$ cat src/rtl/cam_ctrl_scheduler.sv
// Camera control scheduler: sequences sensor power-up, hands off to the register-init
// engine, then arbitrates two runtime SCCB write requesters round-robin with a write timeout.
module cam_ctrl_scheduler #(
  parameter logic [7:0] DEV_ADDR    = 8'h78,
  parameter int         T_PWDN_CYC  = 25000,
  parameter int         T_RST_CYC   = 25000,
  parameter int         T_BOOT_CYC  = 500000,
  parameter int         TIMEOUT_CYC = 2500000
) (
  input  logic        clk_25m,
  input  logic        camera_rstn,
  output logic        cam_pwdn,
  output logic        cam_resetb,
  output logic        init_en,
  input  logic        init_done,
  input  logic        req0,
  input  logic        req1,
  input  logic [23:0] req0_data,
  input  logic [23:0] req1_data,
  output logic        ack0,
  output logic        ack1,
  output logic        ack_err,
  output logic        wr_start,
  output logic [31:0] wr_data,
  input  logic        wr_done,
  output logic        ready,
  output logic        err_sticky
);

  typedef enum logic [2:0] {
    S_PWDN, S_RST, S_BOOT, S_INIT, S_IDLE, S_XFER
  } state_t;

  state_t      state, state_nx;
  logic [31:0] cnt, cnt_nx;
  logic        rr_ptr, rr_ptr_nx;
  logic        gnt, gnt_nx;
  logic        pick;
  logic [31:0] wr_data_nx;
  logic        ack0_nx, ack1_nx, ack_err_nx, err_nx, ready_nx;

  // When both lines request, the pointer side wins; otherwise the only requester does.
  assign pick = (req0 && req1) ? rr_ptr : req1;

  always_comb begin
    // NOTE: every signal gets a default before the case so no path leaves one unassigned (no latches).
    state_nx   = state;
    cnt_nx     = cnt;
    rr_ptr_nx  = rr_ptr;
    gnt_nx     = gnt;
    wr_data_nx = wr_data;
    ack0_nx    = 1'b0;
    ack1_nx    = 1'b0;
    ack_err_nx = 1'b0;
    err_nx     = err_sticky;
    case (state)
      S_PWDN: begin
        if (cnt == 32'd0) begin
          state_nx = S_RST;
          cnt_nx   = 32'(T_RST_CYC - 1);
        end else begin
          cnt_nx = cnt - 32'd1;
        end
      end
      S_RST: begin
        if (cnt == 32'd0) begin
          state_nx = S_BOOT;
          cnt_nx   = 32'(T_BOOT_CYC - 1);
        end else begin
          cnt_nx = cnt - 32'd1;
        end
      end
      S_BOOT: begin
        if (cnt == 32'd0) begin
          state_nx = S_INIT;
        end else begin
          cnt_nx = cnt - 32'd1;
        end
      end
      S_INIT: begin
        if (init_done) state_nx = S_IDLE;
      end
      S_IDLE: begin
        // ready is low on the IDLE entry cycle, so a line just acked cannot be regranted.
        if (ready && (req0 || req1)) begin
          state_nx   = S_XFER;
          gnt_nx     = pick;
          rr_ptr_nx  = ~pick;
          wr_data_nx = {DEV_ADDR, pick ? req1_data : req0_data};
          cnt_nx     = 32'(TIMEOUT_CYC - 1);
        end
      end
      S_XFER: begin
        if (wr_done || cnt == 32'd0) begin
          state_nx   = S_IDLE;
          ack0_nx    = ~gnt;
          ack1_nx    = gnt;
          ack_err_nx = ~wr_done;
          err_nx     = err_sticky | ~wr_done;
        end else begin
          cnt_nx = cnt - 32'd1;
        end
      end
      default: state_nx = S_PWDN;
    endcase
    ready_nx = (state == S_IDLE) && (state_nx == S_IDLE);
  end

  // Pin and handshake outputs are registered decodes of the next state, so they align with state.
  always_ff @(posedge clk_25m or negedge camera_rstn) begin
    if (!camera_rstn) begin
      state      <= S_PWDN;
      cnt        <= 32'(T_PWDN_CYC - 1);
      rr_ptr     <= 1'b0;
      gnt        <= 1'b0;
      cam_pwdn   <= 1'b1;
      cam_resetb <= 1'b0;
      init_en    <= 1'b0;
      wr_start   <= 1'b0;
      wr_data    <= '0;
      ack0       <= 1'b0;
      ack1       <= 1'b0;
      ack_err    <= 1'b0;
      ready      <= 1'b0;
      err_sticky <= 1'b0;
    end else begin
      state      <= state_nx;
      cnt        <= cnt_nx;
      rr_ptr     <= rr_ptr_nx;
      gnt        <= gnt_nx;
      cam_pwdn   <= (state_nx == S_PWDN);
      cam_resetb <= !(state_nx == S_PWDN || state_nx == S_RST);
      init_en    <= (state_nx == S_INIT);
      wr_start   <= (state_nx == S_XFER);
      wr_data    <= wr_data_nx;
      ack0       <= ack0_nx;
      ack1       <= ack1_nx;
      ack_err    <= ack_err_nx;
      ready      <= ready_nx;
      err_sticky <= err_nx;
    end
  end

endmodule

$ cat config.mk
export PLATFORM = sky130hd
export DESIGN_NAME = cam_ctrl_scheduler
export DESIGN_NICKNAME = d
export VERILOG_FILES = /design/src/rtl/cam_ctrl_scheduler.sv
export SDC_FILE = /design/constraint.sdc
export NUM_CORES = 1
export LEC_CHECK = 0
export ABC_AREA = 0
export BUFFER_PORTS_ARGS = -buffer_cell sky130_fd_sc_hd__buf_4
export CAP_MARGIN = 20
export CORE_MARGIN = 8
export CORE_UTILIZATION = 58
export CTS_CLUSTER_DIAMETER = 100
export CTS_CLUSTER_SIZE = 12
export DETAILED_ROUTE_END_ITERATION = 10
export PLACE_DENSITY = 0.86
export SYNTH_ARGS = -nofsm -noshare
export SYNTH_HDL_FRONTEND = slang
export SYNTH_SLANG_ARGS = --single-unit
$ cat constraint.sdc
create_clock -name clk_25m -period 5.46 [get_ports clk_25m]
set_clock_uncertainty 0.2 [all_clocks]
set_input_delay 0 -clock clk_25m [delete_from_list [all_inputs] [get_ports clk_25m]]
set_output_delay 0 -clock clk_25m [all_outputs]
set_load 0.01 [all_outputs]
== Yosys cells after proc, flatten, opt, wreduce, memory -nomap -nowiden ==
Cells that the tools add are included.
W data, S select, Z words.
Storage, ports and cells
  flip-flop bits (word level): 71
Cells by class
  add/sub/neg operators: 1
  equality and inequality tests: 12
  multiplexer cells: 21
  bitwise logic cells: 4
  reductions and logical operators: 14
Operators with widths (count)
  $mux W32: 5
  $pmux W32 S5: 1
  $logic_not A32 Y1: 1
  $sub A32 B1 Y32 const B: 1
  $mux W24: 1
  $mux W3: 6
  $pmux W3 S6: 1
  $eq A3 B3 Y1 const B: 4
  $eq A3 B2 Y1 const B: 3
  $mux W1: 7
  $eq A3 B1 Y1 const B: 2
  $logic_not A3 Y1: 2
  $ne A2 B2 Y1 const B: 3
  $reduce_bool A5 Y1: 1
  $reduce_and A2 Y1: 2
  $reduce_and A4 Y1: 1
  $logic_and A1 B1 Y1: 3
  $logic_or A1 B1 Y1: 3
  $not A1 Y1: 3
  $logic_not A1 Y1: 1
  $or A1 B1 Y1: 1

== Depth between registers and ports, before layout ==
  depth in word-level cells: 7
  gate-level depth with buffers: 10
  gate-level depth less buffers: 8

== Worst setup path after synthesis ==
OpenSTA, ideal clock, no wires.
  path kind: register to register
  start: reg cnt[18]
  end: reg cnt[23]
  setup time: 121 ps
  arrival: 2341 ps
  data required time: 5139 ps
  slack: 2798 ps
  stages on the path, launching flop included: 9
  period minus slack after synthesis: 2662 ps
  path through: dfrtp_1 or4_4 or3_4 o311ai_4 and3_1 buf_4 nor2_2 buf_6 a22o_1
On the way
  word-level cells in the longest chain between the ends: 4
  elaborated cells on any way between the ends: 11
Ends and longest elaborated chain
  start: declaration: line 35  | logic [31:0] cnt, cnt_nx;
  start signal: assignment: line 113  | cnt <= 32'(T_PWDN_CYC - 1);
  start signal: assignment: line 128  | cnt <= cnt_nx;
  parallel branches: the longest is 4 deep, another holds $sub A32 B1 Y32
Several ways; the timed one is not identified. The select of a mux whose other input is x is not followed.
A chain may end at the register's enable or synchronous reset.

== Final worst setup path ==
  start: reg cnt[18]
  end: reg cnt[25]
Same word-level chain as after synthesis.

==> out/metrics.cfg <==
[outcome]
status=complete, no violations

[yosys]
async_flop_share_pct=100.0
yosysTopAreaCell=dfrtp_1
syn_area_per_cell_sq_um=9.535
synth_area_sq_um=3795
synth-edff-count=0
synthTopCellsByArea=dfrtp_1 41%, mux2i_1 6.6%, dfstp_2 6.2%, o21ai_1 5.4%, nand2_1 3.9%
yosysUniqueCellTypes=66
synth_seq_area_share_pct=47.12
syn-instance-count=398
ys_seq_elements=71
ys_warn_count=0
yosys_most_used_dff=dfrtp_1
synth_top_area_share_pct=40.88

[timing]
slew_headroom_pct=35.61
fin_crit_sh_pct=63.20
timing.hold.ws_ps=62.05
min_period_ps=3450
rsz0062_at_grt=no
hold_violations=0
timing.final.ws_setup_ps=2010
fin_setup_tns_ps=0
setup_viol=0
fmax_mhz=289.8
worst-slew-pin-transition_ps=965.9
maxSlewViolCount=0

[grt]
grt_first_pass_wirelength_mm=20.66
grt_antenna_before_repair=1
grt_remaining_overflow=0
grt_max_degree=72
first_global_vias=3988
grtUsageTotal_pct=26.97

[worst_hold_path]
worstHoldStart=req1
min_to=gnt
timing.hold.worst.class=input pin to flip-flop
min_path_cells=4

[setup_path]
timing.rr.start=cnt[18]
worst_ep_arrival_time_ps=3480
cpMaxStageDelayCell=a221oi_2
cp.required_ps=5490
cp-end-kind=flip-flop
cp_max_fo=12
slowest_delay_ps=870
r2r_end=cnt[25]
start_kind=flip-flop
r2r.worst_path.cells=6
crit_chain=or4_4 > nor3_2 > nand3_2 > a221oi_2 > nor2_2 > a32o_1
r2r_slack_ps=2010
crit_type=flip-flop to flip-flop

[die]
die_width_um=96.89
start_util_pct=59.76
io_pins=95
core_area_sq_um=6350
die-height_um=96.89
rows=29
die_area_sq_um=9388

[power]
peakVddDrop_mv=0.3732
internal-power_mw=1.444
p_sw_share_pct=37.60
combPwrFrac_pct=39.1
power_leakage_nw=2.413
power_switching_mw=0.8703
clkPwrFrac_pct=26.2
pwr-share-seq_pct=34.7
cellPowerDensity_nw_per_um2=442.1

[detailed_routing]
antenna_left=0
wl_mm=13.02
vias_per_cell=6.376
vias=3864
drt_iter0_drc=428
drt-wirelength-per-cell_um=21.49
dr.pass1.iters=6
drc=0

[clocking]
clock_sinks=71
cts_made_buffers=9
cts_root_buf=clkbuf_8
post_cts_buffers=0
clk_latency_ps=350
clk_pin_slew_worst_paths_ps=90
htreeDepth=3
clockBufferDepth=2
cts_tree=done

[layout]
seq_area_sq_um=1788
nNetsFinal=579
area_growth_pct=37.95
largest_reg_flops=32
largest_register=cnt
drive_gt1_share_pct=25.38
nFillCells=347
reg.largest.list=cnt x32, wr_data x25, state x3
multi_input_area_sq_um=1824

[flow_run]
maxCapViolCount=0

[placement]
gp_congestion=0.9176
pre_cts_slack_ps=2176
portBuffers=90
dp_hpwl_mm=7.251

through the flow:
stage	utilization [%]	power, mW	cell area, sq um	cells
3_3_place_gp	69.93	1.551	4441	539
4_1_cts	82.40	2.230	5233	605
3_5_place_dp	69.93	1.584	4441	539
5_1_grt	82.44	2.407	5235	606
2_1_floorplan	-	1.276	3806	401
6_report	82.44	2.314	5235	606
cells in the mapped netlist (all sizes together), types with 3 or more instances:
cell type	n
nor4	10
nor2	24
or2	5
inv	11
dfrtp	62
nand2	39
nor3	17
o31ai	7
and3	4
dfstp	9
a22o	12
o22ai	3
a31oi	3
o21ai	54
nand2b	4
clkbuf	18
or4	6
or3	6
buf	13
a21oi	16
nand3b	3
o211ai	3
nor3b	3
nand3	6
mux2i	25
placed cells by master, fill, tap and decap left out, types with 3 or more instances in the layout:
| master | netlist | layout |
|---|---|---|
| buf_4 | 8 | 92 |
| dfrtp_1 | 62 | 62 |
| dlygate4sd3_1 | 0 | 51 |
| o21ai_1 | 41 | 40 |
| nand2_1 | 39 | 39 |
| mux2i_1 | 25 | 25 |
| nor2_1 | 23 | 23 |
| a21oi_1 | 16 | 16 |
| nor3_1 | 15 | 15 |
| o21ai_0 | 13 | 13 |
| a22o_1 | 12 | 12 |
| inv_1 | 11 | 11 |
| nor4_1 | 9 | 9 |
| dfstp_2 | 9 | 9 |
| clkbuf_8 | 0 | 9 |
| o31ai_1 | 6 | 6 |
| or3_1 | 5 | 5 |
| bufinv_16 | 0 | 5 |
| nand3_1 | 4 | 4 |
| and3_1 | 4 | 4 |
| nand2b_1 | 4 | 4 |
| or4_1 | 4 | 4 |
| conb_1 | 1 | 4 |
| nor3b_1 | 3 | 3 |
| nand3b_1 | 3 | 3 |
| o211ai_1 | 3 | 3 |
| or2_2 | 3 | 3 |
| a31oi_1 | 3 | 3 |
| o22ai_1 | 3 | 3 |
worst max-delay path by stage:
stage	startpoint	end	slack (ps)	cells after the start
floorplan	cnt[18]	cnt[23]	2800	8
global placement	cnt[18]	cnt[25]	2300	6
detailed placement	cnt[1]	cnt[25]	2180	8
CTS	cnt[1]	cnt[25]	2170	8
global route	cnt[18]	cnt[25]	1880	6
finish	cnt[18]	cnt[25]	2010	6
cell type report:
| cell class | count | area share (%) |
|---|---|---|
| timing repair buffer | 143 | 22.94 |
| clock inverter | 6 | 3.011 |
| tap | 77 | 1.840 |
| multi-input combinational | 288 | 34.85 |
| sequential | 71 | 34.15 |
| antenna | 1 | 0.04780 |
| clock buffer | 9 | 2.366 |
| inverter | 11 | 0.7887 |
logic make-up after synthesis:
| logic type | after synthesis | synth area share [%] |
|---|---|---|
| simple gates | 135 | 19.19 |
| fa+ha+maj | 1 | 0.3297 |
| compound gates | 121 | 20.94 |
| mux | 26 | 6.891 |
| buf+inv | 42 | 5.209 |
| flops | 71 | 47.12 |
| other cells | 1 | 0.09882 |
| xor+xnor | 1 | 0.2308 |
layer usage:
layer	track usage, %	wire [um]	vias up
met5	0	0	-
met4	16.69	741	0
met3	5.477	944	72
met2	48.49	6865	256
met1	28.07	4472	1843
li1	-	-	1693
worst max-delay path, delay by kind of cell, from the launching register on:
family | cells | cell delay [ps]
simple gates | 4 | 1460
compound gates | 2 | 1200
flops | 1 | 480
power groups by stage:
| stage | combinational, mW | sequential, mW | clock, mW |
|---|---|---|---|
| 2_1_floorplan | 0.468 | 0.808 | 0 |
| 3_3_place_gp | 0.775 | 0.776 | 0 |
| 3_5_place_dp | 0.797 | 0.787 | 0 |
| 4_1_cts | 0.853 | 0.780 | 0.597 |
| 5_1_grt | 0.964 | 0.817 | 0.627 |
| 6_report | 0.905 | 0.803 | 0.606 |
repair_timing:
action | in CTS | in global routing
hold buffers | 51 | 0
hold endpoints to repair | 95 | 0
resized for setup | 0 | 0
Power figures use the tool's default switching activity.
